### src/rtl/cypher_feeder_if.sv
// cypher_feeder_if: feeder bus; master drives start/key/right, slave returns num/read/busy/done/matched/digits_sent/sum_mirror
interface cypher_feeder_if;
  logic start;
  logic [15:0] key;
  logic right;
  logic [3:0] num;
  logic read;
  logic busy;
  logic done;
  logic matched;
  logic [7:0] digits_sent;
  logic [7:0] sum_mirror;
  modport master (
    output start, key, right,
    input num, read, busy, done, matched, digits_sent, sum_mirror
  );
  modport slave (
    input start, key, right,
    output num, read, busy, done, matched, digits_sent, sum_mirror
  );
endinterface

### src/rtl/cypher_feeder.sv
// cypher_feeder: streams captured key nibbles as read-strobed digits until right or budget; ports i_clock, i_reset (async high), bus (cypher_feeder_if.slave)
module cypher_feeder #(
  parameter int MAX_DIGITS = 32,
  parameter int GAP = 1,
  parameter int DRAIN = 2
) (
  input logic i_clock,
  input logic i_reset,
  cypher_feeder_if.slave bus
);
  typedef enum logic [2:0] {IDLE, SEND, HOLD, DRN, DONE} state_t;
  localparam logic [7:0] MAXD = 8'(MAX_DIGITS);
  localparam logic [7:0] GL = 8'(GAP - 1);
  localparam logic [7:0] DL = 8'(DRAIN - 1);
  localparam state_t TAIL = DRAIN > 0 ? DRN : DONE;
  state_t r_state, w_next;
  logic [15:0] r_key;
  logic [1:0] r_idx;
  logic [7:0] r_cnt, r_sent, r_sum;
  logic [3:0] r_num, w_nib;
  logic r_matched, w_active;
  assign w_nib = r_idx == 2'd0 ? r_key[15:12] :
                 r_idx == 2'd1 ? r_key[11:8] :
                 r_idx == 2'd2 ? r_key[7:4] : r_key[3:0];
  assign w_active = r_state == SEND || r_state == HOLD || r_state == DRN;
  always_ff @(posedge i_clock or posedge i_reset) begin
    if (i_reset) begin
      r_state <= IDLE;
      r_cnt <= '0;
    end else begin
      r_state <= w_next;
      r_cnt <= w_next == r_state ? r_cnt + 8'd1 : '0;
    end
  end
  always_comb begin
    w_next = r_state;
    case (r_state)
      IDLE: w_next = bus.start ? SEND : IDLE;
      SEND: w_next = bus.right ? DONE : GAP > 0 ? HOLD : r_sent + 8'd1 < MAXD ? SEND : TAIL;
      HOLD: w_next = bus.right ? DONE : r_cnt != GL ? HOLD : r_sent < MAXD ? SEND : TAIL;
      DRN: w_next = bus.right || r_cnt == DL ? DONE : DRN;
      default: w_next = IDLE;
    endcase
  end
  always_comb begin
    bus.read = r_state == SEND;
    bus.busy = r_state != IDLE;
    bus.done = r_state == DONE;
    bus.num = r_state == SEND ? w_nib : r_num;
    bus.matched = r_matched;
    bus.digits_sent = r_sent;
    bus.sum_mirror = r_sum;
  end
  always_ff @(posedge i_clock or posedge i_reset) begin
    if (i_reset) begin
      r_key <= '0;
      r_idx <= '0;
      r_num <= '0;
      r_sent <= '0;
      r_sum <= '0;
      r_matched <= 1'b0;
    end else begin
      if (r_state == IDLE && bus.start) begin
        r_key <= bus.key;
        r_idx <= '0;
        r_sent <= '0;
        r_sum <= '0;
        r_matched <= 1'b0;
      end
      if (r_state == SEND) begin
        r_num <= w_nib;
        r_sent <= r_sent + 8'd1;
        r_sum <= r_sum + {4'd0, w_nib};
        r_idx <= r_idx + 2'd1;
      end
      if (w_active && bus.right) r_matched <= 1'b1;
    end
  end
endmodule

### src/flat_wrapper.sv
// flat-port wrapper written by rule: the top's interface ports become plain ports
module cypher_feeder_flat 
#(
  parameter int MAX_DIGITS = 32,
  parameter int GAP = 1,
  parameter int DRAIN = 2
)
  (i_clock, i_reset, bus_start, bus_key, bus_right, bus_num, bus_read, bus_busy, bus_done, bus_matched, bus_digits_sent, bus_sum_mirror);
  cypher_feeder_if bus_i ();
  input logic i_clock;
  input logic i_reset;
  input wire logic [$bits(bus_i.start)-1:0] bus_start;
  input wire logic [$bits(bus_i.key)-1:0] bus_key;
  input wire logic [$bits(bus_i.right)-1:0] bus_right;
  output wire logic [$bits(bus_i.num)-1:0] bus_num;
  output wire logic [$bits(bus_i.read)-1:0] bus_read;
  output wire logic [$bits(bus_i.busy)-1:0] bus_busy;
  output wire logic [$bits(bus_i.done)-1:0] bus_done;
  output wire logic [$bits(bus_i.matched)-1:0] bus_matched;
  output wire logic [$bits(bus_i.digits_sent)-1:0] bus_digits_sent;
  output wire logic [$bits(bus_i.sum_mirror)-1:0] bus_sum_mirror;
  assign bus_i.start = bus_start;
  assign bus_i.key = bus_key;
  assign bus_i.right = bus_right;
  assign bus_num = bus_i.num;
  assign bus_read = bus_i.read;
  assign bus_busy = bus_i.busy;
  assign bus_done = bus_i.done;
  assign bus_matched = bus_i.matched;
  assign bus_digits_sent = bus_i.digits_sent;
  assign bus_sum_mirror = bus_i.sum_mirror;
  cypher_feeder #(.MAX_DIGITS(MAX_DIGITS), .GAP(GAP), .DRAIN(DRAIN)) u_core (.i_clock(i_clock), .i_reset(i_reset), .bus(bus_i));
endmodule
### config.mk
export PLATFORM = sky130hd
export DESIGN_NAME = cypher_feeder_flat
export DESIGN_NICKNAME = d
export VERILOG_FILES = /design/src/rtl/cypher_feeder_if.sv /design/src/rtl/cypher_feeder.sv /design/src/flat_wrapper.sv
export SDC_FILE = /design/constraint.sdc
export NUM_CORES = 1
export LEC_CHECK = 0
export BUFFER_PORTS_ARGS = -buffer_cell sky130_fd_sc_hd__buf_2
export CAP_MARGIN = 20
export CORE_ASPECT_RATIO = 0.9
export CORE_MARGIN = 3
export CORE_UTILIZATION = 45
export CTS_BUF_LIST = sky130_fd_sc_hd__clkbuf_16
export CTS_CLUSTER_SIZE = 40
export DETAILED_ROUTE_END_ITERATION = 10
export PLACE_DENSITY = 0.66
export SYNTH_ARGS = -nofsm -noshare
export SYNTH_HDL_FRONTEND = slang
export SYNTH_SLANG_ARGS = --single-unit
### constraint.sdc
create_clock -name i_clock -period 2.5 [get_ports i_clock]
set_input_delay 0.125 -clock i_clock [delete_from_list [all_inputs] [get_ports i_clock]]
set_output_delay 0.125 -clock i_clock [all_outputs]
set_load 0.01 [all_outputs]
==> key figures <==
Outcome
  – Status: complete, but fails checks
  – Failing checks: negative hold slack

Route
  – Metal-1 WL: 2720 µm
  – Highest metal used: met4
  – ANT nets after route: 0
  – Via/cell ratio: 5.12
  – First drt pass iteration count: 4
  – DRC: 0
  – Initial DRC count: 104
  – Metal3 WL: 244 µm
  – Routed WL per cell: 14.0 µm
  – Met2 wire length: 2600 µm
  – Total Wirelength: 5600 µm
  – Via count: 2044

Timing
  – WHS: -0.0202 ns
  – Final setup violation count: 0
  – Achievable frequency: 0.406 GHz
  – TNS Setup: 0 ns
  – Final Hold Fails: 12
  – Slew Limit Fails: 0
  – Slew margin rel.: 0.363
  – Min cycle time layout: 2.46 ns
  – Worst Tran Pin Value: 0.955 ns
  – Unrepaired setup endpoints after global routing: true
  – Final period util: 0.985
  – Final Skew: 0.00703 ns

Critical path
  – Cell family with most CP delay: compound AO/OA/AOI/OAI gates
  – Worst-path cell chain: inv_2 -> ha_4 -> buf_6 -> buf_4 -> nor2b_1 -> a211oi_2 -> o31ai_2 -> ha_1 -> o21ai_1 -> nor2_2 -> o211ai_1 -> mux2i_1
  – CP Buf/Inv Count: 3
  – Critical path origin: u_core.r_idx[0]$_DFFE_PP0P_
  – Slowest cell delay on critical path: 0.38 ns
  – Kind of critical path: register to register
  – CP max FO: 4
  – Worst R2R Setup Slack: 0.04 ns
  – R2R Path End: u_core.bus.sum_mirror[7]$_DFFE_PP0P_
  – CP max-delay cell: dfrtp_1
  – Crit path DAT: 2.68 ns
  – WP data required: 2.72 ns
  – Worst setup EP type: register
  – Worst Setup Start Kind: register
  – Reg-to-reg startpoint: u_core.r_idx[0]$_DFFE_PP0P_
  – Worst-case reg-to-reg path depth: 12

Floorplan
  – Die span in y: 77.4 µm
  – FP Rows: 25
  – Initial cell density of the core: 0.474
  – Die Width: 85.4 µm
  – Core Area: 5380 µm²
  – # IOs: 44
  – Die area: 6610 µm²

Yosys
  – Synth Area in Compound Gates: 0.104
  – XOR/XNOR Fraction of Synth Area: 0.0240
  – Simple-gate share of the synthesized area: 0.226
  – Post-synth top area share: 0.491
  – Synth cell types: 41
  – Top cells by count, synth: nand2_1, dfrtp_1, nor2_1
  – Post-synthesis adder-cell area fraction: 0.0618
  – Mux contribution to synthesized area: 0.0447
  – Syn nets: 307
  – Syn_area_per_cell: 9.27 µm²
  – Main flop type after synthesis: dfrtp_1
  – Post-Syn Area: 2550 µm²
  – Async SR Flop Fraction: 1.00
  – Post-synth top area cell: dfrtp_1
  – Main combinational cell family by area after synthesis: simple AND/OR/NAND/NOR gates
  – Post-synthesis sequential area ratio: 0.491
  – Most frequent cell after synthesis: nand2_1
  – YS warnings: 0
  – Mapped Cells: 275
  – Seq cells post-synth: 50
  – Post-synth EDFFs: 0
  – Largest cells by area after synthesis: dfrtp_1, nand2_1, ha_1, mux2i_1, o21ai_0

Hold path
  – Hold Path Class: input pin to asynchronous set/reset pin

Placed design
  – DP HPWL: 3530 µm
  – Placer Congestion: 0.819
  – Cell Area, Placed: 2850 µm²
  – # port buffers: 43

CTS
  – Max Root-Sink Buffers: 2
  – Worst-Skew Late Latency: 0.29 ns
  – Clock slew at reported path FFs: 0.07 ns
  – H-tree depth: 2
  – CTS buffer count: 5
  – Total clock sinks: 50
  – CTS root buf: clkbuf_16
  – CTS tree: done

Power
  – Leak pwr: 1.60 nW
  – Peak VDD IR: 0.585 mV
  – PwrDens: 1250 nW/µm²

Layout
  – Ratio of cells with drive above 1 in the final layout: 0.283
  – Nets: 363
  – Post-route cell area: 3200 µm²
  – Syn-to-layout area delta: 25.3%
  – Diodes inserted: 0
  – # fillers: 491

Global routing
  – Remaining Overflow, GRT: 0
  – First-pass GRT wire length: 9490 µm
  – Vias in the first global route: 2016
  – Largest net degree at the start of global routing: 51
  – Initial antenna violation count: 0
  – Gr usage total: 0.176

Run
  – Max cap viols: 0
## state kept, by name, indices dropped and copies added (netlist names)
signal                  flops
u_core.bus.digits_sent      8
u_core.bus.matched          1
u_core.bus.sum_mirror       8
u_core.r_cnt                8
u_core.r_idx                2
u_core.r_key               16
u_core.r_num                4
u_core.r_state              3
## cells by family (layout without fill, tap and decap cells)
kind of cell / Yosys count / after routing
AND/OR/NAND/NOR: 128 / 128
XOR/XNOR: 7 / 7
adder cells (fa/ha/maj): 12 / 12
flip-flops: 50 / 50
buffers and inverters: 25 / 82
AO/OA/AOI/OAI: 42 / 42
multiplexers: 11 / 11
## layout make-up
cell class                 instances  area [µm²]  area share
sequential                        50        1250       0.392
timing repair buffer              61         354       0.111
tap                               67        83.8      0.0262
clock inverter                     3        63.8      0.0200
inverter                          13        53.8      0.0168
multi-input combinational        200        1260       0.395
clock buffer                       5         125      0.0392
## layout by cell type, fill, tap and decap left out, drive strengths merged, types with 3 or more instances in the layout
cell and instances:
a211oi 5, a21oi 5, and2 3, and3 4, buf 61, clkbuf 5, dfrtp 50, ha 11
inv 13, mux2 3, mux2i 8, nand2 74, nand3 8, nand4 4, nor2 15, nor2b 9
o21ai 18, o31ai 5, xnor2 3, xor2 4
## power breakdown
| part | total (W) | internal [W] | switching (W) | leakage (nW) |
|---|---|---|---|---|
| clock network | 0.000858 | 0.000570 | 0.000288 | 0.0915 |
| registers | 0.00130 | 0.00107 | 0.000228 | 0.653 |
| logic | 0.00183 | 0.000831 | 0.000995 | 0.857 |
## through the flow
stage	util	total power, W	std cells	worst slack, ns
after floorplan	-	0.00233	275	0.0677
after global placement	0.530	0.00274	382	0.0358
after detailed placement	0.530	0.00277	382	-0.0682
after CTS	0.575	0.00377	394	0.000909
after global routing	0.594	0.00430	399	-0.180
final	0.594	0.00398	399	0.0368
## what timing repair did
item,CTS,global route
endpoints found under the setup margin,4,6
pin swaps,5,9
cloned,0,0
resized for setup,8,17
buffers inserted,4,5
hold buffers,0,0
## per-layer routing
metal / track usage / vias to the layer above
li1: - / 1037
met1: 0.254 / 958
met2: 0.269 / 45
met3: 0.0372 / 4
met4: 0.0475 / 0
met5: 0 / -
## worst reg2reg max path: stages (launching register included)
cell,delay [ns]
dfrtp_1,0.38
inv_2,0.07
ha_4,0.17
buf_6,0.12
buf_4,0.13
nor2b_1,0.15
a211oi_2,0.06
o31ai_2,0.27
ha_1,0.32
o21ai_1,0.21
nor2_2,0.08
o211ai_1,0.23
mux2i_1,0.21
## how the worst max path moves through the flow
stage                                                 endpoint  slack [ns]  cells past startpoint
final                     u_core.bus.sum_mirror[7]$_DFFE_PP0P_        0.04                     12
after global routing      u_core.bus.sum_mirror[5]$_DFFE_PP0P_       -0.18                     12
after global placement    u_core.bus.sum_mirror[4]$_DFFE_PP0P_        0.04                     12
after CTS                 u_core.bus.sum_mirror[4]$_DFFE_PP0P_      0.0009                     13
after floorplan           u_core.bus.sum_mirror[4]$_DFFE_PP0P_        0.07                     12
after detailed placement  u_core.bus.sum_mirror[5]$_DFFE_PP0P_       -0.07                     12
(Power assumes the default switching activity.)
